[src/rtl/sram_arbiter.sv]
// Time-shares the SRAM controller command port between the CPC and the supervisor.
// Optional abort timer in WAIT/S_WAIT is enabled by defining SRAM_ARB_TIMEOUT_EN.
module sram_arbiter #(
  parameter int unsigned AW      = 24,
  parameter int unsigned DW      = 16,
  parameter int unsigned TIMEOUT = 255
) (
  input  logic          clk_i,
  input  logic          reset_n_i,
  input  logic          cpc_req_i,
  input  logic [2:0]    cpc_cmd_i,
  input  logic [AW-1:0] cpc_A_i,
  input  logic [DW-1:0] cpc_D_i,
  output logic          cpc_done_o,
  output logic          cpc_halt_o,
  input  logic          sup_req_i,
  input  logic [2:0]    sup_cmd_i,
  input  logic [AW-1:0] sup_A_i,
  input  logic [DW-1:0] sup_D_i,
  output logic          sup_done_o,
  input  logic          pause_req_i,
  output logic          pause_ack_o,
  output logic [DW-1:0] rdata_o,
  output logic          mem_go_o,
  output logic [2:0]    mem_cmd_o,
  output logic [AW-1:0] mem_A_o,
  output logic [DW-1:0] mem_D_o,
  input  logic [DW-1:0] mem_D_i,
  input  logic          mem_busy_i,
  input  logic          mem_valid_i,
  output logic          err_o
);

  localparam logic [2:0] IDLE    = 3'd0;
  localparam logic [2:0] ISSUE   = 3'd1;
  localparam logic [2:0] WAIT    = 3'd2;
  localparam logic [2:0] PAUSED  = 3'd3;
  localparam logic [2:0] S_ISSUE = 3'd4;
  localparam logic [2:0] S_WAIT  = 3'd5;

  // The abort counter is 8 bits wide, so the limit must fit in 1..256.
  if (TIMEOUT == 0 || TIMEOUT > 256) begin : g_bad_timeout
    $error("sram_arbiter: TIMEOUT must be in 1..256");
  end

  logic [2:0] state;
  logic [2:0] state_next;
  logic       first_wait;
  logic       in_wait;
  logic       beat_done;
  logic       abort;
  logic       finish;
  logic       bus_to_sup;

  assign in_wait = (state == WAIT) || (state == S_WAIT);

  // Busy only rises the cycle after go, so a write cannot be judged complete on entry.
  always_comb begin
    beat_done = 1'b0;
    if (in_wait) begin
      beat_done = mem_cmd_o[1] ? mem_valid_i : (!mem_busy_i && !first_wait);
    end
  end

  assign finish = beat_done || abort;

  always_comb begin
    state_next = state;
    case (state)
      IDLE: begin
        if (pause_req_i)    state_next = PAUSED;
        else if (cpc_req_i) state_next = ISSUE;
      end
      ISSUE:   state_next = WAIT;
      WAIT: begin
        if (finish) state_next = pause_req_i ? PAUSED : IDLE;
      end
      PAUSED: begin
        if (sup_req_i)         state_next = S_ISSUE;
        else if (!pause_req_i) state_next = IDLE;
      end
      S_ISSUE: state_next = S_WAIT;
      S_WAIT: begin
        if (finish) state_next = PAUSED;
      end
      default: state_next = IDLE;
    endcase
  end

  assign bus_to_sup = (state_next == PAUSED) || (state_next == S_ISSUE) ||
                      (state_next == S_WAIT);

  always_ff @(posedge clk_i) begin
    if (!reset_n_i) begin
      state       <= IDLE;
      first_wait  <= 1'b0;
      mem_go_o    <= 1'b0;
      pause_ack_o <= 1'b0;
      cpc_halt_o  <= 1'b0;
      cpc_done_o  <= 1'b0;
      sup_done_o  <= 1'b0;
      rdata_o     <= '0;
      mem_cmd_o   <= '0;
      mem_A_o     <= '0;
      mem_D_o     <= '0;
    end else begin
      state       <= state_next;
      first_wait  <= (state == ISSUE) || (state == S_ISSUE);
      mem_go_o    <= (state_next == ISSUE) || (state_next == S_ISSUE);
      pause_ack_o <= bus_to_sup;
      cpc_halt_o  <= bus_to_sup;
      cpc_done_o  <= (state == WAIT) && finish;
      sup_done_o  <= (state == S_WAIT) && finish;
      if (state == IDLE && state_next == ISSUE) begin
        mem_cmd_o <= cpc_cmd_i;
        mem_A_o   <= cpc_A_i;
        mem_D_o   <= cpc_D_i;
      end else if (state == PAUSED && state_next == S_ISSUE) begin
        mem_cmd_o <= sup_cmd_i;
        mem_A_o   <= sup_A_i;
        mem_D_o   <= sup_D_i;
      end
      if (abort) begin
        rdata_o <= '1;
      end else if (beat_done && mem_cmd_o[1]) begin
        rdata_o <= mem_D_i;
      end
    end
  end

`ifdef SRAM_ARB_TIMEOUT_EN
  logic [7:0] tmo_cnt;

  // A genuine completion in the limit cycle wins over the abort.
  assign abort = in_wait && !beat_done && (tmo_cnt == 8'(TIMEOUT - 1));

  always_ff @(posedge clk_i) begin
    if (!reset_n_i) begin
      tmo_cnt <= '0;
      err_o   <= 1'b0;
    end else begin
      if (state == ISSUE || state == S_ISSUE) begin
        tmo_cnt <= '0;
      end else if (in_wait) begin
        tmo_cnt <= tmo_cnt + 8'd1;
      end
      if (abort) begin
        err_o <= 1'b1;
      end
    end
  end
`else
  assign abort = 1'b0;
  assign err_o = 1'b0;
`endif

endmodule
[config.mk]
export PLATFORM = sky130hd
export DESIGN_NAME = sram_arbiter
export DESIGN_NICKNAME = d
export VERILOG_FILES = /design/src/rtl/sram_arbiter.sv
export SDC_FILE = /design/constraint.sdc
export NUM_CORES = 1
export LEC_CHECK = 0
export BUFFER_PORTS_ARGS = -buffer_cell sky130_fd_sc_hd__buf_2
export CORE_ASPECT_RATIO = 0.5
export CORE_UTILIZATION = 39
export CTS_CLUSTER_DIAMETER = 150
export DETAILED_ROUTE_END_ITERATION = 8
export PLACE_DENSITY_LB_ADDON = 0.3
export SETUP_SLACK_MARGIN = 0.3
export SLEW_MARGIN = 20
export SYNTH_ARGS = -nofsm -noshare
export SYNTH_HDL_FRONTEND = slang
export SYNTH_SLANG_ARGS = --single-unit
[constraint.sdc]
create_clock -name clk_i -period 1.9 [get_ports clk_i]
set_input_delay 0.38 -clock clk_i [delete_from_list [all_inputs] [get_ports clk_i]]
set_output_delay 0.38 -clock clk_i [all_outputs]
set_load 0.03 [all_outputs]
# ---- Yosys cells after proc, flatten, opt, wreduce, memory -nomap -nowiden
# Index checks and enable logic that the tools add are counted.
dict set report totals {
  wordCells 50
  ff_bits 67
  out_inout_bits 65
}
dict set report classes {
  n_reduce_logical 15
  eq_ne 9
  n_mux 16
}
# operator n
set op_table {}
lappend op_table {{2-to-1 mux 24 bit} 2}
lappend op_table {{2-to-1 mux 16 bit} 2}
lappend op_table {{2-to-1 mux 3 bit} 8}
lappend op_table {{one-hot mux 3 bit (6 select lines)} 1}
lappend op_table {{equality test 3 bit (second input constant)} 4}
lappend op_table {{equality test 3 x 2 -> 1 bit (second input constant)} 3}
lappend op_table {{equality test 3 x 1 -> 1 bit (second input constant)} 2}
lappend op_table {{logical AND 1 bit} 6}
lappend op_table {{logical OR 1 bit} 5}
lappend op_table {{zero test 3 bit} 1}
lappend op_table {{zero test 1 bit} 2}
lappend op_table {{2-to-1 mux 1 bit} 2}
lappend op_table {{2-to-1 mux 2 bit} 1}
lappend op_table {{nonzero test 2 bit} 1}

# ---- Logic depth before layout (Yosys ltp)
# Gate-level depths: netlist (run 1).
dict set report depth {
  ltp_word 10
  ltp_mapped 8
}

# ---- Worst setup path after synthesis (run 1)
# OpenSTA, ideal clock, no wires.
dict set report synth_path {
  kind {reg-to-reg}
  start {register mem_cmd_o[1]}
  end {register mem_A_o[10]}
  setup_ps 124
  required_time_ps 1776
  path_stages_with_launch 8
  synth_period_minus_slack_ps 2051
  arrival_time_ps 1927
  slack_ps -151
  cell_sequence {dfxtp_1 or3_4 a31o_1 a211o_1 buf_2 buf_2 o31ai_1 a21oi_1}
}
dict set report synth_via {
  elab_chain_cells 7
  elab_cells_between_ends 11
  cone_classes {2 x eq/ne; 6 x mux; 3 x reduce/logical}
}
# element line_no
set synth_lines {}
lappend synth_lines {{start: declaration} 25} ;# output logic [2:0] mem_cmd_o,
lappend synth_lines {{start signal: assignment} 115} ;# mem_cmd_o <= cpc_cmd_i;
lappend synth_lines {{start signal: assignment} 119} ;# mem_cmd_o <= sup_cmd_i;
lappend synth_lines {{2-to-1 mux 1 bit (*)} 61} ;# beat_done = mem_cmd_o[1] ? mem_valid_i : (!mem_busy_i && !first_wait);
lappend synth_lines {{2-to-1 mux 1 bit (*)} 60} ;# if (in_wait) begin
lappend synth_lines {{2-to-1 mux 3 bit (on tied branches)} {84, 76}}
lappend synth_lines {{one-hot mux 3 bit (6 select lines) (*)} 69} ;# case (state)
lappend synth_lines {{equality test 3 x 1 -> 1 bit / equality test 3 bit (equally long branches)} {114, 118}}
lappend synth_lines {{logical AND 1 bit (on tied branches)} {114, 118}}
lappend synth_lines {{2-to-1 mux 24 bit / nonzero test 2 bit (equally long branches)} --}
lappend synth_lines {{end signal: assignment} 116} ;# mem_A_o <= cpc_A_i;
lappend synth_lines {{end signal: assignment} 120} ;# mem_A_o <= sup_A_i;
lappend synth_lines {{end: declaration} 26} ;# output logic [AW-1:0] mem_A_o,
# Every way passes the cells marked *; elsewhere a longest branch is shown, timed or not.
# A chain may end at the register's enable or synchronous reset.

# ---- Worst setup path after layout (run 1)
dict set report layout_path {
  start {register mem_cmd_o[1]}
  end {register mem_A_o[6]}
}
# The elaborated chain is that of the path after synthesis.

==> results of run 1 <==
## cell usage in the layout, fill, tap and decap left out, types with 2 or more instances in the layout
cell type,synthesis,routed
a21oi_1,47,36
a21oi_2,1,10
a21oi_4,0,2
buf_12,0,4
buf_2,10,172
buf_4,2,10
clkbuf_1,15,3
clkbuf_16,0,9
clkbuf_8,0,3
dfxtp_1,67,64
dfxtp_2,0,2
mux2i_1,59,59
nand2_1,3,3
nor2_1,5,5
nor2b_1,16,16
nor3b_1,2,2
o21a_1,2,2
o31ai_1,44,20
o31ai_2,0,23
## power by group
part,internal [mW],switching (mW),total [mW]
logic,0.480,0.837,1.32
registers,1.58,0.0869,1.66
clock network,1.12,0.563,1.69
## worst max-delay path: cells and delay by family (launching register included)
| family | cells | cell delay, ps |
|---|---|---|
| compound gates | 3 | 650 |
| simple gates | 2 | 590 |
| flops | 1 | 340 |
| buf+inv | 1 | 170 |
## synth_stat cells, types with 2 or more instances
cell      instances
nand2_1           3
nor3b_1           2
clkbuf_1         15
o31ai_1          44
nor2b_1          16
o21a_1            2
buf_2            10
buf_6             5
dfxtp_1          67
nor2_1            5
a21oi_1          47
buf_4             2
mux2i_1          59
inv_1             2
## routing by layer
| metal | GRT usage (%) | vias up | share of wire (%) |
|---|---|---|---|
| li1 | - | 1422 | - |
| met1 | 23.4 | 1276 | 45 |
| met2 | 34.0 | 78 | 49 |
| met3 | 4.77 | 12 | 4.6 |
| met4 | 8.08 | 0 | 1.5 |
| met5 | 0 | - | 0 |
## sequential cells by signal (all words and copies together), names as in the netlist
name,count
cpc_done_o,1
sup_done_o,1
state,3
mem_D_o,16
mem_go_o,1
mem_cmd_o,3
mem_A_o,24
rdata_o,16
pause_ack_o,1
first_wait,1
## kinds of logic after synthesis
group                  Yosys count  share of synthesized area [%]
AO/OA/AOI/OAI                  100                           21.4
XOR/XNOR                         1                          0.294
buffers and inverters           34                           6.21
flip-flops                      67                           44.9
multiplexers                    59                           19.8
other                            1                          0.126
AND/OR/NAND/NOR                 35                           7.25
## per-stage QoR
stage / cells / setup slack (ps) / TNS [ps] / cell area (µm²)
final: 564 / 53.8 / 0 / 4460
after global routing: 564 / -8.77 / -8.77 / 4460
after CTS: 564 / 59.1 / 0 / 4330
after detailed placement: 548 / -170 / -5940 / 3990
after global placement: 548 / -124 / -4920 / 3990
after floorplan: 297 / 29.2 / 0 / 3040
## worst paths after layout
| kind | to | slack [ps] | cells after the start | start |
|---|---|---|---|---|
| max | mem_A_o[6] | 50 | 6 | mem_cmd_o[1] |
| min | rdata_o[9] | 310 | 3 | mem_D_i[9] |
| max reg2reg | mem_A_o[6] | 50 | 6 | mem_cmd_o[1] |
| min reg2reg | rdata_o[1] | 510 | 2 | rdata_o[1] |
## layout make-up
type	count	area, µm²	area share [%]
sequential	67	1350	30.2
clock buffer	15	278	6.22
clock inverter	1	30.0	0.673
tap	96	120	2.69
multi-input combinational	196	1650	37.0
timing repair buffer	187	1030	23.0
inverter	2	7.51	0.168
## repair_timing
action / CTS / global route
gates cloned: 0 / 0
resized for setup: 7 / 31
setup endpoints to repair: 46 / 60
setup buffers: 0 / 0
==> impl_metrics.env, run 1 <==
export IMPL_cts_max_path_buffers=2
export IMPL_synth_warnings=0
export IMPL_slowest_stage="dfxtp_4"
export IMPL_max_stage_delay_ps=340
export IMPL_cap_violations=0
export IMPL_drive_above_1_share_pct=52.4
export IMPL_wl_um=7740
export IMPL_drv_slew=0
export IMPL_cp_data_required_time_ps=2150
export IMPL_max_clock_freq_ghz=0.542
export IMPL_run_status="finished with violations"
export IMPL_hpwl_um=5350
export IMPL_clk_pin_slew_worst_paths_ps=50
export IMPL_utilization_pct=60.5
export IMPL_grt_pass1_vias=2592
export IMPL_drc_errors=2
export IMPL_grt_pass1_wl_um=12400
export IMPL_clockRootBuffer="clkbuf_16"
export IMPL_antenna_found_initial=0
export IMPL_pin_count=174
export IMPL_track_usage_pct=19.6
export IMPL_port_buffers=172
export IMPL_finalClockSkew_ps=4.97
export IMPL_vias=2788
export IMPL_synth_edf_count=0
export IMPL_nets=572
export IMPL_crit_type="flip-flop to flip-flop"
export IMPL_postRouteAntennaNets=0
export IMPL_wl_per_cell_um=13.7
export IMPL_synth_net_count=406
export IMPL_finalSetupViolations=0
export IMPL_rsz0062_at_grt="yes"
export IMPL_ys_seq_area_share_pct=44.9
export IMPL_grt_ovfl_total=0
export IMPL_synth_cell_area_um2=2980
export IMPL_total_leakage_power_nw=1.88
export IMPL_syn_avg_cell_area_um2=10.0
export IMPL_cp_end_kind="flip-flop"
export IMPL_gp_congestion=0.724
export IMPL_cts_tree="built"
export IMPL_peakVddDrop_mv=0.527
export IMPL_whs_ps=314
export IMPL_cts_htree_levels=3
export IMPL_hold_buffers=0
export IMPL_clk_latency_ps=320
export IMPL_die_w_um=126
export IMPL_synth_top_flop_cell="dfxtp_1"
export IMPL_post_synth_top_area_cell="dfxtp_1"
export IMPL_worstPathCellList="or3_4 -> a31o_1 -> a211o_2 -> or2_4 -> buf_12 -> a21oi_1"
export IMPL_antenna_cells=0
export IMPL_netlist_top_cells_area="dfxtp_1 (45%), mux2i_1 (20%), o31ai_1 (11%)"
export IMPL_finalCritPeriodShare_pct=97.2
export IMPL_ys_ff_latch=67
export IMPL_synth_async_reset_ratio_pct=0
export IMPL_die_y_um=63.9
export IMPL_synth_distinct_cells=32
export IMPL_synthToLayoutAreaGrowth_pct=49.6
export IMPL_final_hold_viol_count=0
export IMPL_initial_core_util_pct=40.5
export IMPL_rows=22
export IMPL_pwr_density_cell_nw_per_um2=1050
export IMPL_dieArea_um2=8030
export IMPL_drt_vias_per_instance=4.94
export IMPL_startpoint_type="flip-flop"
export IMPL_synthCells=297
export IMPL_period_minus_slack_ps=1850
export IMPL_core_area_um2=7380
export IMPL_synth_top_area_share_pct=44.9
export IMPL_drt_iter0_drc=123
export IMPL_hp_class="input pin to flip-flop"
export IMPL_cts_sinks=67
export IMPL_grt_max_degree=35
export IMPL_dr_pass1_iters=6
export IMPL_numCtsBuffers=9
export IMPL_arrival_ps=2100
export IMPL_num_fill_cells=656
export IMPL_violations="DRC"
export IMPL_worst_path_max_fanout=31
export IMPL_design_power_total_mw=4.67
No activity file was read; power rests on OpenSTA's default activity.
==> inputs of run 2 (changes only) <==
Settings changed: PLACE_DENSITY from default to 0.76, PLACE_DENSITY_LB_ADDON 0.3 to default.
==> run 2 against run 1 <==
The run now ends clean. Power decreased by 1.2%. Register-to-register slack got worse by 40 ps. Design area increased by 2.7%. Largest power group is now registers. Highest routed layer unchanged.
==> impl_metrics.env, run 2 (synthesis results as in run 1) <==
export IMPL_run_status="finished, final reports clean"
export IMPL_cts_max_path_buffers=2
export IMPL_fin_setup_tns_ps=0
export IMPL_reg_largest_list="mem_A_o (24), mem_D_o (16), rdata_o (16)"
export IMPL_drt_iter0_drc=119
export IMPL_cts_sinks=67
export IMPL_antenna_cells=0
export IMPL_period_minus_slack_ps=1890
export IMPL_port_buffers=172
export IMPL_max_clock_freq_ghz=0.530
export IMPL_initial_core_util_pct=40.5
export IMPL_crit_type="flip-flop to flip-flop"
export IMPL_drive_above_1_share_pct=54.8
export IMPL_wl_um=8450
export IMPL_peakVddDrop_mv=0.543
export IMPL_nets=575
export IMPL_final_cell_mix="buf_2 (172), dfxtp_1 (66), mux2i_1 (59)"
export IMPL_use_met1_pct=21.8
export IMPL_layout_commonest_cell="buf_2"
export IMPL_hold_buffers=0
export IMPL_grt_ovfl_total=0
export IMPL_worstPathCellList="or3_4 -> a31o_1 -> a211o_1 -> or2_4 -> clkbuf_16 -> a21oi_1"
export IMPL_rows=22
export IMPL_cp_data_required_time_ps=2150
export IMPL_hpwl_um=5420
export IMPL_regToRegSetupSlack_ps=10
export IMPL_cts_tree="built"
export IMPL_hp_class="input pin to flip-flop"
export IMPL_reg2reg_depth=6
export IMPL_top_register="mem_A_o"
export IMPL_clk_latency_ps=330
export IMPL_dr_pass1_iters=4
export IMPL_grt_met3_usage_pct=6.53
export IMPL_track_usage_pct=19.5
export IMPL_total_leakage_power_nw=1.92
export IMPL_synthToLayoutAreaGrowth_pct=53.7
export IMPL_busiest_layer="met2"
export IMPL_finalClockSkew_ps=3.79
export IMPL_largest_reg_flops=24
export IMPL_cp_depth=6
export IMPL_cap_violations=0
export IMPL_finalSetupViolations=0
export IMPL_max_stage_delay_ps=350
export IMPL_arrival_ps=2140
export IMPL_grt_pass1_vias=2654
export IMPL_worst_path_max_fanout=8
export IMPL_dpl_cell_area_um2=4000
export IMPL_antenna_found_initial=0
export IMPL_core_area_um2=7380
export IMPL_drc_errors=0
export IMPL_slowest_stage="dfxtp_4"
export IMPL_cts_htree_levels=3
export IMPL_drt_vias_per_instance=5.08
export IMPL_postRouteAntennaNets=0
export IMPL_num_fill_cells=626
export IMPL_finalCritPeriodShare_pct=99.3
export IMPL_clockRootBuffer="clkbuf_16"
export IMPL_cp_top_family="simple AND/OR/NAND/NOR gates"
export IMPL_hold_path_depth=3
export IMPL_pin_count=174
export IMPL_design_area_um2=4590
export IMPL_wl_per_cell_um=14.9
export IMPL_grt_pass1_wl_um=12400
export IMPL_vias=2879
export IMPL_final_hold_viol_count=0
export IMPL_use_met2_pct=34.8
export IMPL_rsz0062_at_grt="yes"
export IMPL_pwr_density_cell_nw_per_um2=1010
export IMPL_grt_max_degree=43
export IMPL_clk_pin_slew_worst_paths_ps=50
export IMPL_dieArea_um2=8030
export IMPL_drv_slew=0
export IMPL_numCtsBuffers=9
export IMPL_gp_congestion=0.784
export IMPL_crit_buf_inv=1
export IMPL_cp_end_kind="flip-flop"
export IMPL_die_y_um=63.9
export IMPL_die_w_um=126
export IMPL_startpoint_type="flip-flop"
==> run 2: area by class of cell <==
cell class | count | area (µm²) | share of cell area (%)
Clock buffer | 14 | 264 | 5.76
Inverter | 2 | 7.51 | 0.164
Timing Repair Buffer | 190 | 1110 | 24.3
Sequential cell | 67 | 1350 | 29.3
Multi-Input combinational cell | 196 | 1730 | 37.6
Tap cell | 96 | 120 | 2.62
Clock inverter | 2 | 10.0 | 0.218
==> run 2: worst register-to-register path: stages, from the launching register on <==
cell       delay (ps)
dfxtp_4           350
or3_4             340
a31o_1            180
a211o_1           320
or2_4             310
clkbuf_16         190
a21oi_1           120
==> run 2: final timing paths <==
kind	startpoint	to
worst min-delay path	mem_D_i[13]	rdata_o[13]
worst max register to register	mem_cmd_o[1]	mem_D_o[8]
worst max-delay path	mem_cmd_o[1]	mem_D_o[8]
worst min register to register	rdata_o[2]	rdata_o[2]
==> run 2: timing repair <==
action,4_1_cts,5_1_grt
setup endpoints to repair,46,59
resized for setup,12,39
gates cloned,0,3
pin swaps,0,1
buffers inserted,0,1
==> run 2: layer usage <==
metal | share of wire (%) | wire length (µm)
met1 | 42 | 3560
met2 | 53 | 4460
met3 | 3.9 | 332
met4 | 1.2 | 99
met5 | 0 | 0
==> run 2: per-stage QoR <==
| step | hold WS [ps] | power, mW | worst slack (ps) | cells | utilization (%) |
|---|---|---|---|---|---|
| floorplan | 541 | 2.55 | 29.2 | 297 | - |
| global placement | 491 | 2.91 | -107 | 547 | 54.3 |
| detailed placement | 501 | 2.92 | -157 | 547 | 54.3 |
| CTS | 302 | 4.48 | 39.3 | 563 | 58.7 |
| global route | 316 | 4.84 | -97.4 | 567 | 62.2 |
| finish | 310 | 4.62 | 13.3 | 567 | 62.2 |
==> run 2: where the power goes <==
part | switching, mW | internal (mW) | total [mW]
Combinational | 0.897 | 0.532 | 1.43
Clock | 0.564 | 0.950 | 1.51
Sequential | 0.0945 | 1.58 | 1.67
Total | 1.56 | 3.06 | 4.62
